**config.mk**
```make
export PLATFORM = sky130hd
export DESIGN_NAME = corelet_ctrl_flat
export DESIGN_NICKNAME = d
export VERILOG_FILES = /design/src/rtl/corelet_pkg.sv /design/src/rtl/corelet_ctrl_if.sv /design/src/rtl/corelet_ctrl_phase_counter.sv /design/src/rtl/corelet_ctrl.sv /design/src/flat_wrapper.sv
export SDC_FILE = /design/constraint.sdc
export NUM_CORES = 1
export LEC_CHECK = 0
export ABC_AREA = 1
export BUFFER_PORTS_ARGS = -buffer_cell sky130_fd_sc_hd__buf_2
export CORE_MARGIN = 3
export CORE_UTILIZATION = 54
export CTS_CLUSTER_SIZE = 40
export DETAILED_ROUTE_END_ITERATION = 6
export GPL_TIMING_DRIVEN = 1
export HOLD_SLACK_MARGIN = 0.1
export PLACE_DENSITY = 0.75
export SYNTH_ARGS = -nofsm -noshare
export SYNTH_HDL_FRONTEND = slang
export SYNTH_HIERARCHICAL = 1
export SYNTH_SLANG_ARGS = --single-unit
```
**constraint.sdc**
```tcl
create_clock -name clk -period 5.1 [get_ports clk]
set_input_delay 1.02 -clock clk [delete_from_list [all_inputs] [get_ports clk]]
set_output_delay 1.02 -clock clk [all_outputs]
set_load 0.02 [all_outputs]
```
**src/rtl/corelet_pkg.sv**
```systemverilog
// Shared types and inst-word layout for the corelet instruction sequencer.
package corelet_pkg;

    localparam int unsigned INST_W        = 34;
    localparam int unsigned KLOAD         = 0;
    localparam int unsigned EXEC          = 1;
    localparam int unsigned L0_WR         = 2;
    localparam int unsigned L0_RD         = 3;
    localparam int unsigned OFIFO_RD      = 6;
    localparam int unsigned XMEM_ADDR_LSB = 7;
    localparam int unsigned XMEM_ADDR_MSB = 17;
    localparam int unsigned XMEM_CEN      = 18;
    localparam int unsigned XMEM_WEN      = 19;
    localparam int unsigned PMEM_ADDR_LSB = 20;
    localparam int unsigned PMEM_ADDR_MSB = 30;
    localparam int unsigned PMEM_CEN      = 31;
    localparam int unsigned PMEM_WEN      = 32;
    localparam int unsigned ACC_ECHO      = 33;

    // Idle/reset word as the corelet expects it; busy states also park xmem CEN high.
    localparam logic [INST_W-1:0] INST_IDLE = 34'h1_8008_0000;
    localparam logic [INST_W-1:0] INST_NOP  = INST_IDLE | (INST_W'(1) << XMEM_CEN);

    typedef enum logic [3:0] {
        S_IDLE,
        S_KWR,
        S_KLD,
        S_KWAIT,
        S_XWR,
        S_EXEC,
        S_DRAIN,
        S_READ,
        S_DONE
    } state_t;

endpackage

```
**src/rtl/corelet_ctrl_if.sv**
```systemverilog
// Host handshake plus corelet/SRAM instruction bus of the sequencer.
interface corelet_ctrl_if #(
    parameter int unsigned len_bw  = 6,
    parameter int unsigned addr_bw = 11
);
    import corelet_pkg::*;

    logic               start;
    logic               acc;
    logic [len_bw-1:0]  len;
    logic [addr_bw-1:0] w_base;
    logic [addr_bw-1:0] x_base;
    logic [addr_bw-1:0] p_base;
    logic               ofifo_valid;
    logic [INST_W-1:0]  inst;
    logic               xw_mode;
    logic               sfp_reset;
    logic               busy;
    logic               done;

    modport master (
        input  start, acc, len, w_base, x_base, p_base, ofifo_valid,
        output inst, xw_mode, sfp_reset, busy, done
    );

    modport slave (
        output start, acc, len, w_base, x_base, p_base, ofifo_valid,
        input  inst, xw_mode, sfp_reset, busy, done
    );

endinterface

```
**src/rtl/corelet_ctrl_phase_counter.sv**
```systemverilog
// Loadable saturating down-counter timing each sequencer phase.
module phase_counter #(
    parameter int unsigned WIDTH = 7
) (
    input  logic             clk,
    input  logic             rst,
    input  logic             load,
    input  logic [WIDTH-1:0] load_val,
    output logic [WIDTH-1:0] count_nxt_c,
    output logic             tc_c
);
    logic [WIDTH-1:0] count;

    always_comb begin
        count_nxt_c = count;
        if (load) begin
            count_nxt_c = load_val;
        end else if (count != '0) begin
            count_nxt_c = count - WIDTH'(1);
        end
    end

    always_ff @(posedge clk or posedge rst) begin
        if (rst) begin
            count <= '0;
        end else begin
            count <= count_nxt_c;
        end
    end

    assign tc_c = (count == '0);

endmodule

```
**src/rtl/corelet_ctrl.sv**
```systemverilog
// Tile sequencer: kernel load, activation stream and OFIFO drain for the corelet.
module corelet_ctrl
    import corelet_pkg::*;
#(
    parameter int unsigned row     = 8,
    parameter int unsigned col     = 8,
    parameter int unsigned len_bw  = 6,
    parameter int unsigned addr_bw = 11
) (
    input logic            clk,
    input logic            reset,
    corelet_ctrl_if.master bus
);
    localparam int unsigned PH_MAX = ((row + col) > (1 << len_bw)) ? (row + col) : (1 << len_bw);
    localparam int unsigned CNT_W  = $clog2(PH_MAX + 1);

    state_t             state, state_nxt;
    logic               acc_q, acc_nxt;
    logic [len_bw-1:0]  len_q, len_nxt;
    logic [addr_bw-1:0] w_q, w_nxt, x_q, x_nxt, p_q, p_nxt;
    logic [len_bw-1:0]  rd_cnt, rd_cnt_nxt, rd_base;
    logic               rd_go;
    logic               load;
    logic [CNT_W-1:0]   load_val, cnt_nxt;
    logic               tc;

    logic [INST_W-1:0]  inst_q, inst_nxt;
    logic               xw_q, xw_nxt, sfp_q, sfp_nxt, busy_q, busy_nxt, done_q, done_nxt;

    phase_counter #(.WIDTH(CNT_W)) u_phase (
        .clk         (clk),
        .rst         (reset),
        .load        (load),
        .load_val    (load_val),
        .count_nxt_c (cnt_nxt),
        .tc_c        (tc)
    );

    // State register with the tile context latched on start.
    always_ff @(posedge clk or posedge reset) begin
        if (reset) begin
            state  <= S_IDLE;
            acc_q  <= 1'b0;
            len_q  <= '0;
            w_q    <= '0;
            x_q    <= '0;
            p_q    <= '0;
            rd_cnt <= '0;
        end else begin
            state  <= state_nxt;
            acc_q  <= acc_nxt;
            len_q  <= len_nxt;
            w_q    <= w_nxt;
            x_q    <= x_nxt;
            p_q    <= p_nxt;
            rd_cnt <= rd_cnt_nxt;
        end
    end

    always_comb begin
        state_nxt = state;
        case (state)
            S_IDLE:  if (bus.start) state_nxt = S_KWR;
            S_KWR:   if (tc) state_nxt = S_KLD;
            S_KLD:   if (tc) state_nxt = S_KWAIT;
            S_KWAIT: if (tc) state_nxt = (len_q == '0) ? S_DONE : S_XWR;
            S_XWR:   if (tc) state_nxt = S_EXEC;
            S_EXEC:  if (tc) state_nxt = S_DRAIN;
            S_DRAIN: if (tc) state_nxt = S_READ;
            // Stay until every read is issued and the last pmem write is on the bus.
            S_READ:  if ((rd_cnt == len_q) && !inst_q[OFIFO_RD]) state_nxt = S_DONE;
            S_DONE:  state_nxt = S_IDLE;
            default: state_nxt = S_IDLE;
        endcase
    end

    // Context capture, OFIFO read accounting and phase length on every state entry.
    always_comb begin
        acc_nxt = acc_q;
        len_nxt = len_q;
        w_nxt   = w_q;
        x_nxt   = x_q;
        p_nxt   = p_q;
        if ((state == S_IDLE) && bus.start) begin
            acc_nxt = bus.acc;
            len_nxt = bus.len;
            w_nxt   = bus.w_base;
            x_nxt   = bus.x_base;
            p_nxt   = bus.p_base;
        end

        rd_base    = (state == S_READ) ? rd_cnt : '0;
        rd_go      = (state_nxt == S_READ) && bus.ofifo_valid && (rd_base < len_nxt);
        rd_cnt_nxt = (state_nxt == S_READ) ? (rd_base + len_bw'(rd_go)) : '0;

        load     = (state_nxt != state);
        load_val = '0;
        case (state_nxt)
            S_KWR:           load_val = CNT_W'(col);
            S_KLD:           load_val = CNT_W'(col - 1);
            S_KWAIT, S_DRAIN: load_val = CNT_W'(row + col - 1);
            S_XWR:           load_val = CNT_W'(len_nxt);
            S_EXEC:          load_val = CNT_W'(len_nxt) - CNT_W'(1);
            default:         load_val = '0;
        endcase
    end

    // Outputs for the coming cycle, decoded from the next state and counter value.
    always_comb begin
        inst_nxt           = INST_NOP;
        inst_nxt[ACC_ECHO] = acc_nxt;
        xw_nxt             = 1'b0;
        sfp_nxt            = 1'b0;
        busy_nxt           = 1'b1;
        done_nxt           = 1'b0;
        case (state_nxt)
            S_IDLE: begin
                inst_nxt = INST_IDLE;
                busy_nxt = 1'b0;
            end
            S_KWR: begin
                xw_nxt          = 1'b1;
                sfp_nxt         = (state == S_IDLE) && !acc_nxt;
                inst_nxt[L0_WR] = (cnt_nxt != CNT_W'(col));
                if (cnt_nxt != '0) begin
                    inst_nxt[XMEM_CEN] = 1'b0;
                    inst_nxt[XMEM_ADDR_MSB:XMEM_ADDR_LSB] =
                        w_nxt + addr_bw'(CNT_W'(col) - cnt_nxt);
                end
            end
            S_KLD: begin
                xw_nxt          = 1'b1;
                inst_nxt[KLOAD] = 1'b1;
                inst_nxt[L0_RD] = 1'b1;
            end
            S_XWR: begin
                inst_nxt[L0_WR] = (cnt_nxt != CNT_W'(len_nxt));
                if (cnt_nxt != '0) begin
                    inst_nxt[XMEM_CEN] = 1'b0;
                    inst_nxt[XMEM_ADDR_MSB:XMEM_ADDR_LSB] =
                        x_nxt + addr_bw'(CNT_W'(len_nxt) - cnt_nxt);
                end
            end
            S_EXEC: begin
                inst_nxt[EXEC]  = 1'b1;
                inst_nxt[L0_RD] = 1'b1;
            end
            S_READ: begin
                inst_nxt[OFIFO_RD] = rd_go;
                if (inst_q[OFIFO_RD]) begin
                    inst_nxt[PMEM_CEN] = 1'b0;
                    inst_nxt[PMEM_WEN] = 1'b0;
                    inst_nxt[PMEM_ADDR_MSB:PMEM_ADDR_LSB] =
                        p_nxt + addr_bw'(rd_cnt - len_bw'(1));
                end
            end
            S_DONE:  done_nxt = 1'b1;
            default: ;
        endcase
    end

    always_ff @(posedge clk or posedge reset) begin
        if (reset) begin
            inst_q <= INST_IDLE;
            xw_q   <= 1'b0;
            sfp_q  <= 1'b0;
            busy_q <= 1'b0;
            done_q <= 1'b0;
        end else begin
            inst_q <= inst_nxt;
            xw_q   <= xw_nxt;
            sfp_q  <= sfp_nxt;
            busy_q <= busy_nxt;
            done_q <= done_nxt;
        end
    end

    assign bus.inst      = inst_q;
    assign bus.xw_mode   = xw_q;
    assign bus.sfp_reset = sfp_q;
    assign bus.busy      = busy_q;
    assign bus.done      = done_q;

endmodule

```
**src/flat_wrapper.sv**
```systemverilog
// flat-port wrapper written by rule: the top's interface ports become plain ports
module corelet_ctrl_flat import corelet_pkg::*;
#(
    parameter int unsigned row     = 8,
    parameter int unsigned col     = 8,
    parameter int unsigned len_bw  = 6,
    parameter int unsigned addr_bw = 11
)
  (clk, reset, bus_start, bus_acc, bus_len, bus_w_base, bus_x_base, bus_p_base, bus_ofifo_valid, bus_inst, bus_xw_mode, bus_sfp_reset, bus_busy, bus_done);
  corelet_ctrl_if #(.len_bw(len_bw), .addr_bw(addr_bw)) bus_i ();
  input logic clk;
  input logic reset;
  input wire logic [$bits(bus_i.start)-1:0] bus_start;
  input wire logic [$bits(bus_i.acc)-1:0] bus_acc;
  input wire logic [$bits(bus_i.len)-1:0] bus_len;
  input wire logic [$bits(bus_i.w_base)-1:0] bus_w_base;
  input wire logic [$bits(bus_i.x_base)-1:0] bus_x_base;
  input wire logic [$bits(bus_i.p_base)-1:0] bus_p_base;
  input wire logic [$bits(bus_i.ofifo_valid)-1:0] bus_ofifo_valid;
  output wire logic [$bits(bus_i.inst)-1:0] bus_inst;
  output wire logic [$bits(bus_i.xw_mode)-1:0] bus_xw_mode;
  output wire logic [$bits(bus_i.sfp_reset)-1:0] bus_sfp_reset;
  output wire logic [$bits(bus_i.busy)-1:0] bus_busy;
  output wire logic [$bits(bus_i.done)-1:0] bus_done;
  assign bus_i.start = bus_start;
  assign bus_i.acc = bus_acc;
  assign bus_i.len = bus_len;
  assign bus_i.w_base = bus_w_base;
  assign bus_i.x_base = bus_x_base;
  assign bus_i.p_base = bus_p_base;
  assign bus_i.ofifo_valid = bus_ofifo_valid;
  assign bus_inst = bus_i.inst;
  assign bus_xw_mode = bus_i.xw_mode;
  assign bus_sfp_reset = bus_i.sfp_reset;
  assign bus_busy = bus_i.busy;
  assign bus_done = bus_i.done;
  corelet_ctrl #(.row(row), .col(col), .len_bw(len_bw), .addr_bw(addr_bw)) u_core (.clk(clk), .reset(reset), .bus(bus_i));
endmodule
```
==> key figures, run 1 <==
Finish
  – Fillers: 982
  – Area of the multi-input gates: 0.003533 mm2
  – Commonest non-fill, non-tap cell in the layout: nand2_1
  – Layout cells sized above 1: 0.1923
  – P&R area growth vs syn: 15.71%
  – Sequential Area: 0.002278 mm2
  – Diodes inserted: 0
  – Most frequent cells in the layout: nand2_1, inv_1, dfrtp_1
  – Final #Nets: 1,007
  – Post-route cell area: 0.007226 mm2

Die
  – DIE AREA: 0.01289 mm2
  – Core Box Area: 0.01108 mm2
  – Die width: 113.5 um
  – # rows: 38
  – Initial core utilization: 0.5637
  – Die Y: 113.5 um
  – Ports: 82

Power and ir drop
  – Pwr dens: 197.3 mW/mm2
  – P_sw: 301.1 uW
  – Max VDD drop: 0.1364 mV
  – Combinational fraction of design power: 0.025
  – Power share of the sequential group: 0.506
  – Clk network pwr share: 0.469
  – Sw Ratio: 0.2112
  – Leakage: 3.957 nW
  – Int Pwr: 1.125 mW

STA
  – Fin. max-slew vios: 0
  – Slew @ Worst Pin: 0.8198 ns
  – Worst Skew: 0.005561 ns
  – Tmin final: 4.714 ns
  – Fin Setup TNS: 0 ns
  – Fin. Hold Viols: 0
  – Number of setup violations in the final report: 0
  – Tcrit/Tclk final: 0.9244
  – Final Hold Slack: 0.4832 ns
  – Fmax: 212.1 MHz
  – Slew headroom: 0.4528

Worst setup path
  – CP Max Fanout: 5
  – CP peak stage delay: 0.41 ns
  – Worst path slowest cell: fa_1
  – Critical path arrival: 4.97 ns
  – Reg2reg start: u_core/u_phase/count[1]
  – Crit path max-delay family: simple AND/OR/NAND/NOR gates
  – R2R setup slack: 0.39 ns
  – Critical Path RT: 5.36 ns
  – Worst Setup Path Type: reg2reg
  – Startpoint types: flop
  – Worst path bufs/invs: 7
  – Critical path's most frequent cell: nand2_1
  – CP Capture Type: flop
  – Worst r2r dst: u_core/bus.inst[17]
  – Worst reg2reg path depth: 34

Yosys
  – Top cell type's share of synthesized area: 0.3606
  – Compound-Gate Fraction of Synth Area: 0.09778
  – Synth cell types: 52
  – Syn_area_per_cell: 7.643 um2
  – Synth Area in Simple Gates: 0.2939
  – Leading area contributor after synthesis: dfrtp_1
  – #FFs+latches synth: 91
  – Post-synthesis xor/xnor area fraction: 0.05049
  – Sequential fraction of the synthesis area: 0.3649
  – Top FF cell, synth: dfrtp_1
  – Largest family of logic cells by synthesized area: simple AND/OR/NAND/NOR gates
  – EDFF count, synth: 0
  – Syn Std Cell Area: 0.006245 mm2
  – Post-Synth Adder-Cell Area: 0.1110
  – Largest cells by area after synthesis: dfrtp_1, nand2_1, ha_1
  – Mapped Cells: 817
  – Ys Warns: 6
  – Portion of netlist area occupied by mux cells: 0
  – Synth async-reset ratio: 1.000

Worst hold path
  – Worst Hold Path Cells: 2
  – Min-delay worst type: reg2reg
  – Worst hold start: u_core/p_q[8]
  – Hold endpoint: u_core/p_q[8]

Detailed routing
  – Vias per cell: 5.219
  – WL per Instance: 13.93 um
  – Antenna Nets Post-Route: 0
  – First-pass DRT Iterations: 5
  – Residual DRC count: 0
  – Initial drt markers: 401
  – Final WL: 14.69 mm
  – DR vias: 5,506

Clock network
  – CTS Buf Count: 9
  – Worst-skew pair later-pin latency: 0.35 ns
  – CTS tree: built
  – Reg clk slew, reported paths: 0.06 ns
  – Post-CTS Hold Buffers: 0
  – Root buffer cell: clkbuf_16
  – Htree depth: 3
  – Number of buffers on the longest clock path: 2
  – Clk sink count: 91

Global routing
  – First-pass GRT wire length: 24.43 mm
  – Number of global-route vias before repair: 5,105
  – Largest net degree at the start of global routing: 47
  – Initial antenna violation count: 0
  – Total gr overflow: 0
  – Global Route Usage Sum: 0.2365

Placed design
  – Port bufs: 78
  – Gpl congestion: 0.9122
  – Final HPWL DP: 11.45 mm
  – Placed cell area: 0.006840 mm2

Flow run
  – Max Cap Viol: 0

Run status
  – Status: finished clean
## stage by stage
| stage | power, mW | utilization | std cells | worst slack, ns |
|---|---|---|---|---|
| finish | 1.426 | 0.6522 | 1055 | 0.3858 |
| global placement | 0.7717 | 0.6175 | 1036 | 0.1186 |
| detailed placement | 0.7718 | 0.6175 | 1036 | -0.05922 |
| CTS | 1.441 | 0.6447 | 1052 | 0.05912 |
| floorplan | 0.7501 | - | 818 | 0.4795 |
| global route | 1.472 | 0.6522 | 1055 | -0.02616 |
## timing repair
action	in CTS	in global routing
resized for setup	2	16
pin swaps	0	3
gates cloned	0	0
buffers inserted	0	3
endpoints found under the setup margin	4	8
## power groups by stage
| stage | clock network (mW) | registers [mW] | logic, mW |
|---|---|---|---|
| global placement | 0 | 0.735 | 0.0365 |
| detailed placement | 0 | 0.735 | 0.0366 |
| finish | 0.669 | 0.722 | 0.0352 |
| floorplan | 0 | 0.735 | 0.0148 |
| global route | 0.710 | 0.721 | 0.0404 |
| CTS | 0.683 | 0.722 | 0.0367 |
## sequential cells by signal, indices dropped and copies added (netlist names)
name	cells
u_core/rd_cnt	6
u_core/acc_q	1
u_core/bus.xw_mode	1
u_core/x_q	11
u_core/bus.inst	30
u_core/len_q	6
u_core/u_phase/count	7
u_core/bus.busy	1
u_core/w_q	11
u_core/state	4
u_core/p_q	11
u_core/bus.done	1
u_core/bus.sfp_reset	1
## layer usage
| layer | routed length, um | vias to the layer above | GRT usage |
|---|---|---|---|
| met5 | 0 | - | 0 |
| met3 | 693 | 17 | 0.03236 |
| met1 | 7022 | 2555 | 0.3374 |
| met2 | 6732 | 129 | 0.3734 |
| li1 | - | 2805 | - |
| met4 | 244 | 0 | 0.07772 |
## cell families (layout without fill, tap and decap cells)
family          after synthesis  count (layout)
fa+ha+maj                    53              53
buf+inv                     124             221
flops                        91              91
xor+xnor                     36              36
other cells                   2               3
compound gates              103             103
simple gates                408             408
## cell type report
type,count,area share
clock buffers,11,0.03359
clock inverters,5,0.007273
inverters,109,0.05784
multi-input cells,603,0.4890
flip-flops and latches,91,0.3153
well taps,140,0.02424
repair buffers,96,0.07273
## cell usage after synthesis (2+ instances only)
library cell,n
inv_1,93
or2_2,6
ha_1,49
nand3_1,43
a211oi_1,2
nor3_1,6
nand2_4,2
nand2_1,248
fa_1,4
nand3_4,4
nand4_1,14
o22ai_1,5
nor2_4,6
conb_1,2
nand3b_1,3
buf_4,4
xnor2_1,6
buf_1,2
o32ai_1,2
inv_2,14
xor2_1,30
o21ai_2,5
buf_2,6
dfrtp_1,90
a21oi_1,37
nand2_2,4
nor2_1,61
o21ai_0,27
o21ai_1,8
o21bai_1,2
o211ai_1,2
nor2_2,6
o31ai_1,5
## worst max path at each step
stage	from	to	cells after the start	slack (ns)
global route	u_core/u_phase/count[1]	u_core/bus.inst[17]	31	-0.03
finish	u_core/u_phase/count[1]	u_core/bus.inst[17]	34	0.39
global placement	u_core/u_phase/count[1]	u_core/bus.inst[17]	31	0.12
CTS	u_core/u_phase/count[1]	u_core/bus.inst[17]	31	0.06
floorplan	bus_start	u_core/bus.inst[13]	25	0.48
detailed placement	u_core/u_phase/count[1]	u_core/bus.inst[17]	31	-0.06
## tightest hold or removal path, stage by stage (launching register included)
cell and delay, ns:
dfrtp_1 0.32, nand2_1 0.05, nand2_1 0.08
(Power assumes the default switching activity.)
==> inputs of run 2 (changes only) <==
--- a/config.mk
+++ b/config.mk
@@ -6,14 +6,14 @@
 export NUM_CORES = 1
 export LEC_CHECK = 0
 export ABC_AREA = 1
-export BUFFER_PORTS_ARGS = -buffer_cell sky130_fd_sc_hd__buf_2
 export CORE_MARGIN = 3
 export CORE_UTILIZATION = 54
 export CTS_CLUSTER_SIZE = 40
 export DETAILED_ROUTE_END_ITERATION = 6
+export DONT_BUFFER_PORTS = 1
 export GPL_TIMING_DRIVEN = 1
 export HOLD_SLACK_MARGIN = 0.1
-export PLACE_DENSITY = 0.75
+export PLACE_DENSITY = 0.69
 export SYNTH_ARGS = -nofsm -noshare
 export SYNTH_HDL_FRONTEND = slang
 export SYNTH_HIERARCHICAL = 1
==> key figures, run 2 (synthesis results as in run 1) <==
Global routing
  – Global Route Usage Sum: 0.2493 (+0.01279)
  – Number of global-route vias before repair: 5,189 (+1.6%)
  – First-pass GRT wire length: 25.44 mm (+4.2%)
  – Initial antenna violation count: 0 (unchanged)
  – Largest net degree at the start of global routing: 52 (+11%)
  – Total gr overflow: 0 (unchanged)

Finish
  – Final Non-Filler Cells: 975 (-7.6%)
  – Layout cells sized above 1: 0.1186 (-0.07379)
  – Layout Utilization: 0.6134 (-0.03885)
  – Most frequent cells in the layout: nand2_1, inv_1, dfrtp_1
  – Final #Nets: 927 (-7.9%)
  – Largest register FFs: 30 (unchanged)
  – Diodes inserted: 0 (unchanged)
  – P&R area growth vs syn: 8.816%
  – Commonest non-fill, non-tap cell in the layout: nand2_1

Clock network
  – Clk sink count: 91 (unchanged)
  – Number of buffers on the longest clock path: 2 (unchanged)
  – Post-CTS Hold Buffers: 0 (unchanged)
  – CTS Buf Count: 9 (unchanged)
  – Reg clk slew, reported paths: 0.07 ns (about the same)
  – Worst-skew pair later-pin latency: 0.35 ns (about the same)
  – CTS tree: built
  – Htree depth: 3 (unchanged)
  – Root buffer cell: clkbuf_16

Power and ir drop
  – Tot Pwr: 1.391 mW (-2.4%)
  – Leakage: 3.598 nW (-9.1%)
  – Max VDD drop: 0.2332 mV (+71%)
  – Pwr dens: 204.7 mW/mm2 (+3.8%)

Worst setup path
  – Critical path's most frequent cell: nand2_1
  – Critical Path RT: 5.39 ns (+0.03 ns)
  – Critical path arrival: 4.97 ns (about the same)
  – Reg2reg start: u_core/u_phase/count[1]
  – CP peak stage delay: 0.42 ns (about the same)
  – CP Max Fanout: 4 (-1)
  – Worst reg2reg path depth: 31 (-8.8%)
  – Startpoint types: flop
  – CP Capture Type: flop
  – Worst r2r dst: u_core/bus.inst[16]
  – Worst path slowest cell: fa_1
  – Worst Setup Path Type: reg2reg
  – R2R setup slack: 0.42 ns (+0.04 ns)

Placed design
  – Port bufs: 0 (-100%)
  – Gpl congestion: 0.9021 (-1.1%)
  – Placed Cells: 958 (-7.5%)
  – Final HPWL DP: 11.91 mm (+4.0%)

Detailed routing
  – Antenna Nets Post-Route: 0 (unchanged)
  – WL per Instance: 15.69 um (+13%)
  – Residual DRC count: 0 (unchanged)
  – Initial drt markers: 410 (+2.2%)
  – DR vias: 5,290 (-3.9%)
  – First-pass DRT Iterations: 5 (unchanged)
  – Final WL: 15.30 mm (+4.1%)
  – Vias per cell: 5.426 (+4.0%)

Flow run
  – Max Cap Viol: 0 (unchanged)

Die
  – # rows: 38 (unchanged)
  – Initial core utilization: 0.5637 (unchanged)
  – Die width: 113.5 um (unchanged)
  – DIE AREA: 0.01289 mm2 (unchanged)
  – Ports: 82 (unchanged)
  – Die Y: 113.5 um (unchanged)
  – Core Box Area: 0.01108 mm2 (unchanged)

STA
  – Fmax: 213.8 MHz (+0.80%)
  – Worst Skew: 0.007492 ns (+0.001932 ns)
  – Slew headroom: 0.4240 (-0.02876)
  – Number of setup violations in the final report: 0 (unchanged)
  – Fin. max-slew vios: 0 (unchanged)
  – Tcrit/Tclk final: 0.9170 (-0.007315)
  – Slew @ Worst Pin: 0.8573 ns (+0.03749 ns)
  – Fin. Hold Viols: 0 (unchanged)
  – Final Hold Slack: 0.4796 ns (-0.003602 ns)
  – Tmin final: 4.677 ns (-0.03731 ns)

Run status
  – Status: finished clean

Worst hold path
  – Min-delay worst type: in2async
## run 2: cell count changes in the layout (fill, tap and decap cells not counted), moves of 2 or more
cell | before | now
a21oi_2 | 0 | 2
a21oi_1 | 37 | 35
buf_2 | 78 | 0
clkinv_4 | 0 | 3
nor2_4 | 9 | 7
nor2_2 | 7 | 9
clkinv_2 | 4 | 1
buf_4 | 18 | 16
## run 2: worst max-delay path by stage
stage                                  startpoint                   to  slack (ns)  cells after the start
final                     u_core/u_phase/count[1]  u_core/bus.inst[16]        0.42                     31
after CTS                 u_core/u_phase/count[1]  u_core/bus.inst[17]        0.02                     30
after global routing      u_core/u_phase/count[1]  u_core/bus.inst[17]      -0.005                     34
after detailed placement  u_core/u_phase/count[1]  u_core/bus.inst[16]        0.05                     29
after global placement    u_core/u_phase/count[1]  u_core/bus.inst[17]        0.06                     30
after floorplan                         bus_start  u_core/bus.inst[13]        0.48                     25
## run 2: power by group
part           switching, mW  internal (mW)  total [mW]
sequential                 0          0.721       0.721
clock                  0.301          0.352       0.653
combinational         0.0163       0.000835      0.0172
## run 2: per-layer routing
metal	share of wire	GRT usage	wire length [um]
met1	0.46	0.3327	6983
met2	0.48	0.4134	7310
met3	0.049	0.04244	753
met4	0.016	0.08173	252
met5	0	0	0
## run 2: what timing repair did
| action | CTS | global route |
|---|---|---|
| setup endpoints to repair | 0 | 7 |
| gates resized for setup | 0 | 18 |
| buffers inserted | 0 | 1 |
## run 2: critical path, delay by kind of cell (launching register included)
family	cells	cell delay, ns
AOI/OAI and AO/OA	4	0.86
xor gates and xnor gates	2	0.34
adders and majority gates	4	1.17
buffers and inverters	5	0.30
DFF	1	0.39
and+or+nand+nor	16	1.57
## run 2: metrics by stage
stage | setup TNS, ns | area (um2) | setup slack [ns]
final | 0 | 6795 | 0.4231
after global routing | -0.005142 | 6795 | -0.005142
after CTS | 0 | 6739 | 0.01824
after detailed placement | 0 | 6450 | 0.04519
after global placement | 0 | 6450 | 0.06273
after floorplan | 0 | 6248 | 0.4795
## run 2: area by class of cell
type                    instances  area (um2)
clock buffers                  11       242.7
clock inverters                 5       46.29
fillers                      1027        4283
inverters                     109       417.9
multi-input cells             603        3515
flip-flops and latches         91        2278
well taps                     140       175.2
repair buffers                 16       120.1
==> inputs of run 3 (changes only) <==
==> constraint.sdc (replaced) <==
create_clock -name clk -period 5.76 [get_ports clk]
set_input_delay 1.152 -clock clk [delete_from_list [all_inputs] [get_ports clk]]
set_output_delay 1.152 -clock clk [all_outputs]
set_load 0.02 [all_outputs]
==> key figures, run 3 (synthesis results as in run 1) <==
Worst setup path
  – CP Capture Type: flop
  – Reg2reg start: u_core/u_phase/count[0]
  – CP peak stage delay: 0.40 ns (-0.02 ns)
  – Worst Setup Path Type: reg2reg
  – Startpoint types: flop
  – CP Launch Point: u_core/u_phase/count[0]
  – Critical Path RT: 5.99 ns (+0.60 ns)
  – Critical path arrival: 5.52 ns (+0.55 ns)
  – CP Max Fanout: 8 (+4)
  – Critical path's most frequent cell: nand2_1
  – Worst path slowest cell: ha_1

Die
  – Ports: 82 (unchanged)
  – Die Y: 113.5 um (unchanged)
  – DIE AREA: 0.01289 mm2 (unchanged)
  – Die width: 113.5 um (unchanged)
  – Core Box Area: 0.01108 mm2 (unchanged)
  – # rows: 38 (unchanged)
  – Initial core utilization: 0.5637 (unchanged)

Clock network
  – Clk sink count: 91 (unchanged)
  – Root buffer cell: clkbuf_16
  – CTS tree: built
  – Worst-skew pair later-pin latency: 0.35 ns (about the same)
  – Reg clk slew, reported paths: 0.07 ns (about the same)
  – Post-CTS Hold Buffers: 0 (unchanged)
  – Number of buffers on the longest clock path: 2 (unchanged)
  – Htree depth: 3 (unchanged)
  – CTS Buf Count: 9 (unchanged)

Worst hold path
  – Worst hold start: u_core/p_q[3]
  – Min-delay worst type: reg2reg

Placed design
  – Port bufs: 0 (unchanged)
  – Gpl congestion: 0.9637 (+6.8%)
  – Placed cell area: 0.006397 mm2 (-0.81%)
  – Final HPWL DP: 12.06 mm (+1.3%)

Power and ir drop
  – Pwr dens: 181.3 mW/mm2 (-11%)
  – Max VDD drop: 0.1664 mV (-29%)
  – Leakage: 3.551 nW (-1.3%)

Global routing
  – Global Route Usage Sum: 0.2474 (-0.001916)
  – Largest net degree at the start of global routing: 48 (-7.7%)
  – Total gr overflow: 0 (unchanged)
  – Number of global-route vias before repair: 5,113 (-1.5%)
  – First-pass GRT wire length: 25.32 mm (-0.46%)
  – Initial antenna violation count: 0 (unchanged)

Flow run
  – Max Cap Viol: 0 (unchanged)

STA
  – Setup repair after global routing missed its margin: false
  – Worst Skew: 0.007268 ns (-0.0002244 ns)
  – Tmin final: 5.291 ns (+0.6143 ns)
  – Fin. Hold Viols: 0 (unchanged)
  – Slew @ Worst Pin: 0.7539 ns (-0.1035 ns)
  – Number of setup violations in the final report: 0 (unchanged)
  – Tcrit/Tclk final: 0.9186 (+0.001568)
  – Slew headroom: 0.4936 (+0.06952)
  – Fin. max-slew vios: 0 (unchanged)
  – Fin Setup TNS: 0 ns (unchanged)
  – Fmax: 189.0 MHz (-12%)

Finish
  – Most frequent cells in the layout: nand2_1, inv_1, dfrtp_1
  – Final #Nets: 919 (-0.86%)
  – Largest register FFs: 30 (unchanged)
  – Layout cells sized above 1: 0.09674 (-0.02183)
  – Post-route cell area: 0.006675 mm2 (-1.8%)
  – Diodes inserted: 0 (unchanged)
  – P&R area growth vs syn: 6.892%
  – Commonest non-fill, non-tap cell in the layout: nand2_1

Detailed routing
  – Vias per cell: 5.390 (-0.66%)
  – Final WL: 15.39 mm (+0.61%)
  – WL per Instance: 15.92 um (+1.4%)
  – DR vias: 5,212 (-1.5%)
  – First-pass DRT Iterations: 5 (unchanged)
  – Initial drt markers: 436 (+6.3%)
  – Residual DRC count: 0 (unchanged)
  – Antenna Nets Post-Route: 0 (unchanged)

Run status
  – Status: finished clean
[run 3: layout make-up]
class	instances	area, um2
Fill cell	1008	4403
Multi-Input combinational cell	603	3470
Sequential cell	91	2278
Inverter	109	417.9
Clock buffer	9	225.2
Tap cell	140	175.2
Timing Repair Buffer	8	60.06
Clock inverter	7	48.80
[run 3: per-layer routing]
layer	vias to the layer above	share of wire	GRT usage
met5	-	0	0
met4	0	0.014	0.05929
met3	21	0.046	0.05252
met2	132	0.49	0.4154
met1	2432	0.45	0.3282
li1	2627	-	-
[run 3: stage by stage]
stage | std cells | setup WS [ns] | power [mW] | hold slack [ns] | util
finish | 967 | 0.4688 | 1.210 | 0.4847 | 0.6026
global route | 967 | 0.07756 | 1.259 | 0.4986 | 0.6026
CTS | 967 | 0.4004 | 1.226 | 0.4896 | 0.6022
detailed placement | 951 | 0.3748 | 0.6675 | 0.4703 | 0.5775
global placement | 951 | 0.4264 | 0.6669 | 0.4720 | 0.5775
floorplan | 818 | 1.008 | 0.6642 | 0.4390 | -
[run 3: power breakdown]
group | switching, mW | leakage [nW] | internal, mW
logic | 0.0145 | 2.21 | 0.000735
registers | 0 | 1.21 | 0.639
clock network | 0.261 | 0.136 | 0.295
total | 0.276 | 3.55 | 0.934
[run 3: timing repair]
action | CTS | global route
buffers inserted | 0 | 0
setup endpoints to repair | 0 | 3
gates resized for setup | 0 | 2
[run 3: worst paths after layout]
| check | cells past startpoint | slack (ns) | endpoint |
|---|---|---|---|
| max in group asynchronous | 2 | 3.96 | u_core/bus.inst[1] |
| setup / recovery | 33 | 0.47 | u_core/bus.inst[13] |
| setup reg to reg | 33 | 0.47 | u_core/bus.inst[13] |
| min in group asynchronous | 1 | 0.63 | u_core/u_phase/count[4] |
| hold / removal | 2 | 0.48 | u_core/p_q[3] |
| hold reg to reg | 2 | 0.48 | u_core/p_q[3] |
[run 3: critical path: cells and delay by family (launching register included)]
| kind | cells | cell delay [ns] |
|---|---|---|
| AO/OA/AOI/OAI | 8 | 1.32 |
| AND/OR/NAND/NOR | 12 | 1.25 |
| buffers and inverters | 8 | 0.96 |
| adder cells (fa/ha/maj) | 3 | 0.89 |
| flip-flops | 1 | 0.38 |
| XOR/XNOR | 2 | 0.38 |
